[config.mk]
export PLATFORM = sky130hd
export DESIGN_NAME = delay_scheduler
export DESIGN_NICKNAME = d
export VERILOG_FILES = /design/src/rtl/delay_sched_pkg.sv /design/src/rtl/rr_arbiter.sv /design/src/rtl/delay_scheduler.sv
export SDC_FILE = /design/constraint.sdc
export NUM_CORES = 1
export LEC_CHECK = 0
export ABC_AREA = 1
export CAP_MARGIN = 25
export CORE_MARGIN = 5
export CORE_UTILIZATION = 35
export CTS_BUF_LIST = sky130_fd_sc_hd__clkbuf_8
export DETAILED_ROUTE_END_ITERATION = 12
export GPL_ROUTABILITY_DRIVEN = 0
export GPL_TIMING_DRIVEN = 1
export REMOVE_ABC_BUFFERS = 1
export SLEW_MARGIN = 15
export SYNTH_ARGS = -nofsm -noshare
export SYNTH_HDL_FRONTEND = slang
export SYNTH_SLANG_ARGS = --single-unit
export TNS_END_PERCENT = 20
[constraint.sdc]
create_clock -name clk -period 2.8 [get_ports clk]
set_clock_uncertainty 0.2 [all_clocks]
set_input_delay 0.56 -clock clk [delete_from_list [all_inputs] [get_ports clk]]
set_output_delay 0.56 -clock clk [all_outputs]
set_load 0.02 [all_outputs]
[src/rtl/delay_sched_pkg.sv]
// -----------------------------------------------------------------------------
// delay_sched_pkg
//   Shared definitions for the delay scheduler: FSM state encoding and the
//   default sizing constants.
//   Ports: none (package).
//   Optional feature macro used by the scheduler: DELAY_SCHED_CANCEL_EN.
// -----------------------------------------------------------------------------
package delay_sched_pkg;

  localparam int NUM_REQ_DEF = 4;
  localparam int CNT_W_DEF   = 8;

  // ST_BAD is never entered on purpose; if it is ever seen the FSM recovers
  // to ST_IDLE on the next edge.
  typedef enum logic [1:0] {
    ST_IDLE = 2'd0,
    ST_RUN  = 2'd1,
    ST_DONE = 2'd2,
    ST_BAD  = 2'd3
  } state_t;

endpackage

[src/rtl/rr_arbiter.sv]
// -----------------------------------------------------------------------------
// rr_arbiter
//   Purely combinational round-robin pick. The search starts at index
//   (last+1) mod NUM_REQ and returns the first requester whose req bit is set.
//   Ports:
//     req   in  NUM_REQ  request vector
//     last  in  IDX_W    index of the previously served requester
//     gnt   out NUM_REQ  one-hot pick (all zero when valid is low)
//     idx   out IDX_W    index of the pick
//     valid out 1        at least one request is pending
// -----------------------------------------------------------------------------
module rr_arbiter #(
  parameter int NUM_REQ = 4,
  localparam int IDX_W  = $clog2(NUM_REQ)
) (
  input  logic [NUM_REQ-1:0] req,
  input  logic [IDX_W-1:0]   last,
  output logic [NUM_REQ-1:0] gnt,
  output logic [IDX_W-1:0]   idx,
  output logic               valid
);

  int               pos;
  logic [IDX_W-1:0] pos_idx;

  always_comb begin
    gnt     = '0;
    idx     = '0;
    valid   = 1'b0;
    pos     = 0;
    pos_idx = '0;
    // Walk the ring once, starting just after the last winner; the first hit
    // locks the result.
    for (int i = 1; i <= NUM_REQ; i++) begin
      pos = int'(last) + i;
      if (pos >= NUM_REQ) pos = pos - NUM_REQ;
      pos_idx = IDX_W'(pos);
      if (!valid && req[pos_idx]) begin
        valid        = 1'b1;
        idx          = pos_idx;
        gnt[pos_idx] = 1'b1;
      end
    end
  end

endmodule

[src/rtl/delay_scheduler.sv]
// -----------------------------------------------------------------------------
// delay_scheduler
//   Shares one down-counter among NUM_REQ requesters that each need a one-shot
//   delay. A round-robin arbiter picks a pending requester in IDLE, its delay
//   value is captured, grant is held while the count runs down to zero, and a
//   one-cycle done pulse goes to the owner at expiry. A mandatory DONE cycle
//   separates consecutive owners.
//   Optional feature: define DELAY_SCHED_CANCEL_EN to add the cancel input and
//   the aborted output (abort of the running delay).
//   Ports:
//     clk     in  1              rising-edge clock
//     res_n   in  1              asynchronous active-low reset
//     req     in  NUM_REQ        level request per requester
//     delay   in  NUM_REQ*CNT_W  packed delays, requester i at [i*CNT_W +: CNT_W]
//     grant   out NUM_REQ        one-hot owner of the counter, zero when idle
//     done    out NUM_REQ        one-cycle expiry pulse to the owner
//     busy    out 1              high whenever the FSM is not idle
//     cnt_out out CNT_W          remaining count
//     cancel  in  1              abort running delay (DELAY_SCHED_CANCEL_EN)
//     aborted out 1              one-cycle abort pulse (DELAY_SCHED_CANCEL_EN)
// -----------------------------------------------------------------------------
module delay_scheduler
  import delay_sched_pkg::*;
#(
  parameter int NUM_REQ = NUM_REQ_DEF,
  parameter int CNT_W   = CNT_W_DEF
) (
  input  logic                     clk,
  input  logic                     res_n,
  input  logic [NUM_REQ-1:0]       req,
  input  logic [NUM_REQ*CNT_W-1:0] delay,
  output logic [NUM_REQ-1:0]       grant,
  output logic [NUM_REQ-1:0]       done,
  output logic                     busy,
  output logic [CNT_W-1:0]         cnt_out
`ifdef DELAY_SCHED_CANCEL_EN
  ,
  input  logic                     cancel,
  output logic                     aborted
`endif
);

  localparam int IDX_W = $clog2(NUM_REQ);

  state_t             state;
  logic [IDX_W-1:0]   owner;
  logic [IDX_W-1:0]   last;

  logic [NUM_REQ-1:0] arb_gnt;
  logic [IDX_W-1:0]   arb_idx;
  logic               arb_valid;

  logic [CNT_W-1:0]   dly_arr [NUM_REQ];
  logic [CNT_W-1:0]   sel_delay;
  logic               stop;

  rr_arbiter #(
    .NUM_REQ (NUM_REQ)
  ) u_arb (
    .req   (req),
    .last  (last),
    .gnt   (arb_gnt),
    .idx   (arb_idx),
    .valid (arb_valid)
  );

  for (genvar i = 0; i < NUM_REQ; i++) begin : g_unpack
    assign dly_arr[i] = delay[i*CNT_W +: CNT_W];
  end

  assign sel_delay = dly_arr[arb_idx];

`ifdef DELAY_SCHED_CANCEL_EN
  assign stop = cancel;
`else
  assign stop = 1'b0;
`endif

  always_ff @(posedge clk or negedge res_n) begin
    if (!res_n) begin
      state   <= ST_IDLE;
      grant   <= '0;
      done    <= '0;
      busy    <= 1'b0;
      cnt_out <= '0;
      owner   <= '0;
      last    <= IDX_W'(NUM_REQ - 1);
`ifdef DELAY_SCHED_CANCEL_EN
      aborted <= 1'b0;
`endif
    end else begin
      // done and aborted are single-cycle pulses; default them low.
      done <= '0;
`ifdef DELAY_SCHED_CANCEL_EN
      aborted <= 1'b0;
`endif
      case (state)
        ST_IDLE: begin
          if (arb_valid) begin
            state   <= ST_RUN;
            grant   <= arb_gnt;
            busy    <= 1'b1;
            cnt_out <= sel_delay;
            owner   <= arb_idx;
            last    <= arb_idx;
          end else begin
            grant <= '0;
            busy  <= 1'b0;
          end
        end
        ST_RUN: begin
          // Cancel takes priority over expiry; the count freezes where it is.
          if (stop) begin
            state <= ST_DONE;
            grant <= '0;
`ifdef DELAY_SCHED_CANCEL_EN
            aborted <= 1'b1;
`endif
          end else if (cnt_out == '0) begin
            state        <= ST_DONE;
            grant        <= '0;
            done[owner]  <= 1'b1;
          end else begin
            cnt_out <= cnt_out - CNT_W'(1);
          end
        end
        ST_DONE: begin
          // Mandatory gap cycle: requests are not looked at here.
          state <= ST_IDLE;
          busy  <= 1'b0;
        end
        default: begin
          state <= ST_IDLE;
          grant <= '0;
          busy  <= 1'b0;
        end
      endcase
    end
  end

endmodule

==> reports/metrics.yaml <==
rows: 27
min_period_over_period_pct: 89.9
cp_max_fo: 17
via_count: 1975
final.min_clock_period_ns: 2.52
cts_made_buffers: 3
cts_hold_buf: 0
die_area_mm2: 0.00726
route.detailed.drc: 0
crit_arrival_ns: 2.47
max-vdd-ir-drop_uv: 659
die_w_um: 85.2
first_pass_iters: 4
maxCapViolations: 0
nNetsFinal: 402
grt_pass1_vias: 1770
layout_commonest_cell: "nand2_1"
critPathKind: "reg -> reg"
port_buffers: 54
dpl.hpwl_mm: 4.05
startpoint_type: "flop"
avgViaCountPerCell: 4.64
status: "finished, final reports clean"
crit_required_ns: 2.75
wl_mm: 5.03
synth-seq-area-share_pct: 29.2
grt_overflow: 0
p_per_area_mw_per_mm2: 1250
slew_headroom_pct: 73.4
area_growth_pct: 35.8
postCtsSetupBuffers: 0
postSynthCellCount: 292
diodes: 0
ys_warn_count: 0
core_area_mm2: 0.00551
tightest_slew_ns: 0.398
setup_viol_count_final: 0
htree_num_levels: 1
cts_tree: "built"
ys_types: 33
final_cell_mix: "nand2_1 (77), clkdlybuf4s50_1 (54), inv_1 (45), nand3_1 (43), nor2_1 (22)"
synth_area_mm2: 0.00198
grt_max_degree: 24
hold_viol_final: 0
fin_tns_setup_ns: 0
nFillCells: 564
hold_slack_ns: 0.257
rsz0062_at_grt: "no"
cts_root_buf: "clkbuf_8"
cts_max_path_buffers: 2
post_drt_wl_per_cell_um: 11.8
crit_path_end_kind: "flop"
cellLeakagePower_nw: 1.32
hold_path.class: "reg -> reg"
io_pins: 55
initial_utilization_pct: 36.0
cts-resized-gates: 0
grt_pass1_wl_mm: 8.50
drt_iter0_drc: 64
cts.sinks: 23
synth_seq_cells: 23
die_h_um: 85.2
clock.fmax_mhz: 397
antenna_found_initial: 0
insertion_delay_ns: 0.27
utilization_pct: 48.8
avgSynthCellArea_um2: 6.78
layout-drive-gt1-share_pct: 12.4
clkTransAtPathRegs_ns: 0.09
drtAntennaViolNets: 0
report.final.slew_viol_count: 0
gr-usage-all-layers_pct: 14.0
[path summary, 6_finish.rpt]
path,cells past startpoint,from,to,slack (ns)
worst max-delay path,13,last[1],cnt_out[2],0.28
worst min-delay path,1,owner[1],done[1],0.26
worst max register to register,13,last[1],cnt_out[2],0.28
worst min register to register,1,owner[1],done[1],0.26
max in group asynchronous,2,res_n,last[0],1.68
min in group asynchronous,2,res_n,grant[3],0.43
[report_power, final]
part / switching, mW / internal [mW]
Combinational: 1.56 / 1.02
Clock: 0.112 / 0.101
Sequential: 0.106 / 0.470
[area by class of cell]
cell class / instances / area (µm²) / area share (%)
clock buffers: 3 / 41.3 / 1.54
clock inverters: 1 / 7.51 / 0.279
inverters: 48 / 183 / 6.79
multi-input cells: 214 / 1150 / 42.9
flip-flops and latches: 23 / 578 / 21.5
well taps: 72 / 90.1 / 3.35
repair buffers: 65 / 636 / 23.6
[synthesized netlist by cell type]
master,instances,share of area (%)
nand3_2,2,1.0
or2_2,1,0.32
nand3b_1,4,1.5
dfstp_2,2,2.7
nor2_2,1,0.32
nor3_1,1,0.25
nand3_4,1,0.88
o21ai_0,7,1.8
inv_4,1,0.32
o22ai_1,4,1.3
nand4_4,1,1.1
o21ai_2,2,0.88
nor2_4,1,0.57
nand4_1,1,0.32
a21oi_4,1,0.82
nand2_2,8,2.5
inv_2,2,0.38
a21oi_1,11,2.8
buf_2,2,0.51
a21boi_0,1,0.38
a21oi_2,4,1.8
nand3_1,43,11
a22oi_1,4,1.5
inv_1,45,8.5
dfrtp_1,21,27
nand2_4,2,1.1
buf_6,5,2.8
nor4_1,2,0.63
o21ai_1,1,0.25
nor2_1,22,4.2
nand2_1,77,15
ha_1,9,5.7
a31oi_1,3,0.95
[metal layers]
metal / track usage [%] / vias up / wire [µm]
li1: - / 1063 / -
met4: 5.04 / 0 / 73
met2: 22.1 / 33 / 2380
met1: 19.8 / 873 / 2370
met3: 1.46 / 6 / 202
met5: 0 / - / 0
[critical path, stage by stage, from the launching register on]
cell and delay (ns):
dfstp_2 0.54, inv_1 0.05, ha_1 0.37, inv_1 0.10
nand3_1 0.11, nand2_2 0.09, o21ai_2 0.16, nand2_1 0.08
nand2_2 0.25, nand3_1 0.11, nand3_1 0.11, nand3_1 0.08
nand2_1 0.07, o21ai_0 0.07
[sequential cells by signal (all words and copies together) (netlist names)]
name and flops:
cnt_out 8, done 4, state 2, last 2
grant 4, busy 1, owner 2
[kinds of logic (layout without fill, tap and decap cells)]
logic type | count (synthesis) | count (layout) | share of synthesized area [%]
flops | 23 | 23 | 29.2
compound gates | 38 | 38 | 12.4
buf+inv | 55 | 117 | 12.6
fa+ha+maj | 9 | 9 | 5.69
simple gates | 167 | 167 | 40.2
[per-stage QoR]
stage | std cells | cell area, µm² | setup slack [ns] | total power [mW]
after floorplan | 285 | 1910 | 0.112 | 2.35
after global placement | 422 | 2640 | 0.175 | 3.15
after detailed placement | 422 | 2640 | 0.151 | 3.16
after CTS | 426 | 2690 | 0.284 | 3.39
after global routing | 426 | 2690 | 0.0932 | 3.73
final | 426 | 2690 | 0.282 | 3.37
Power figures use the tool's default switching activity.
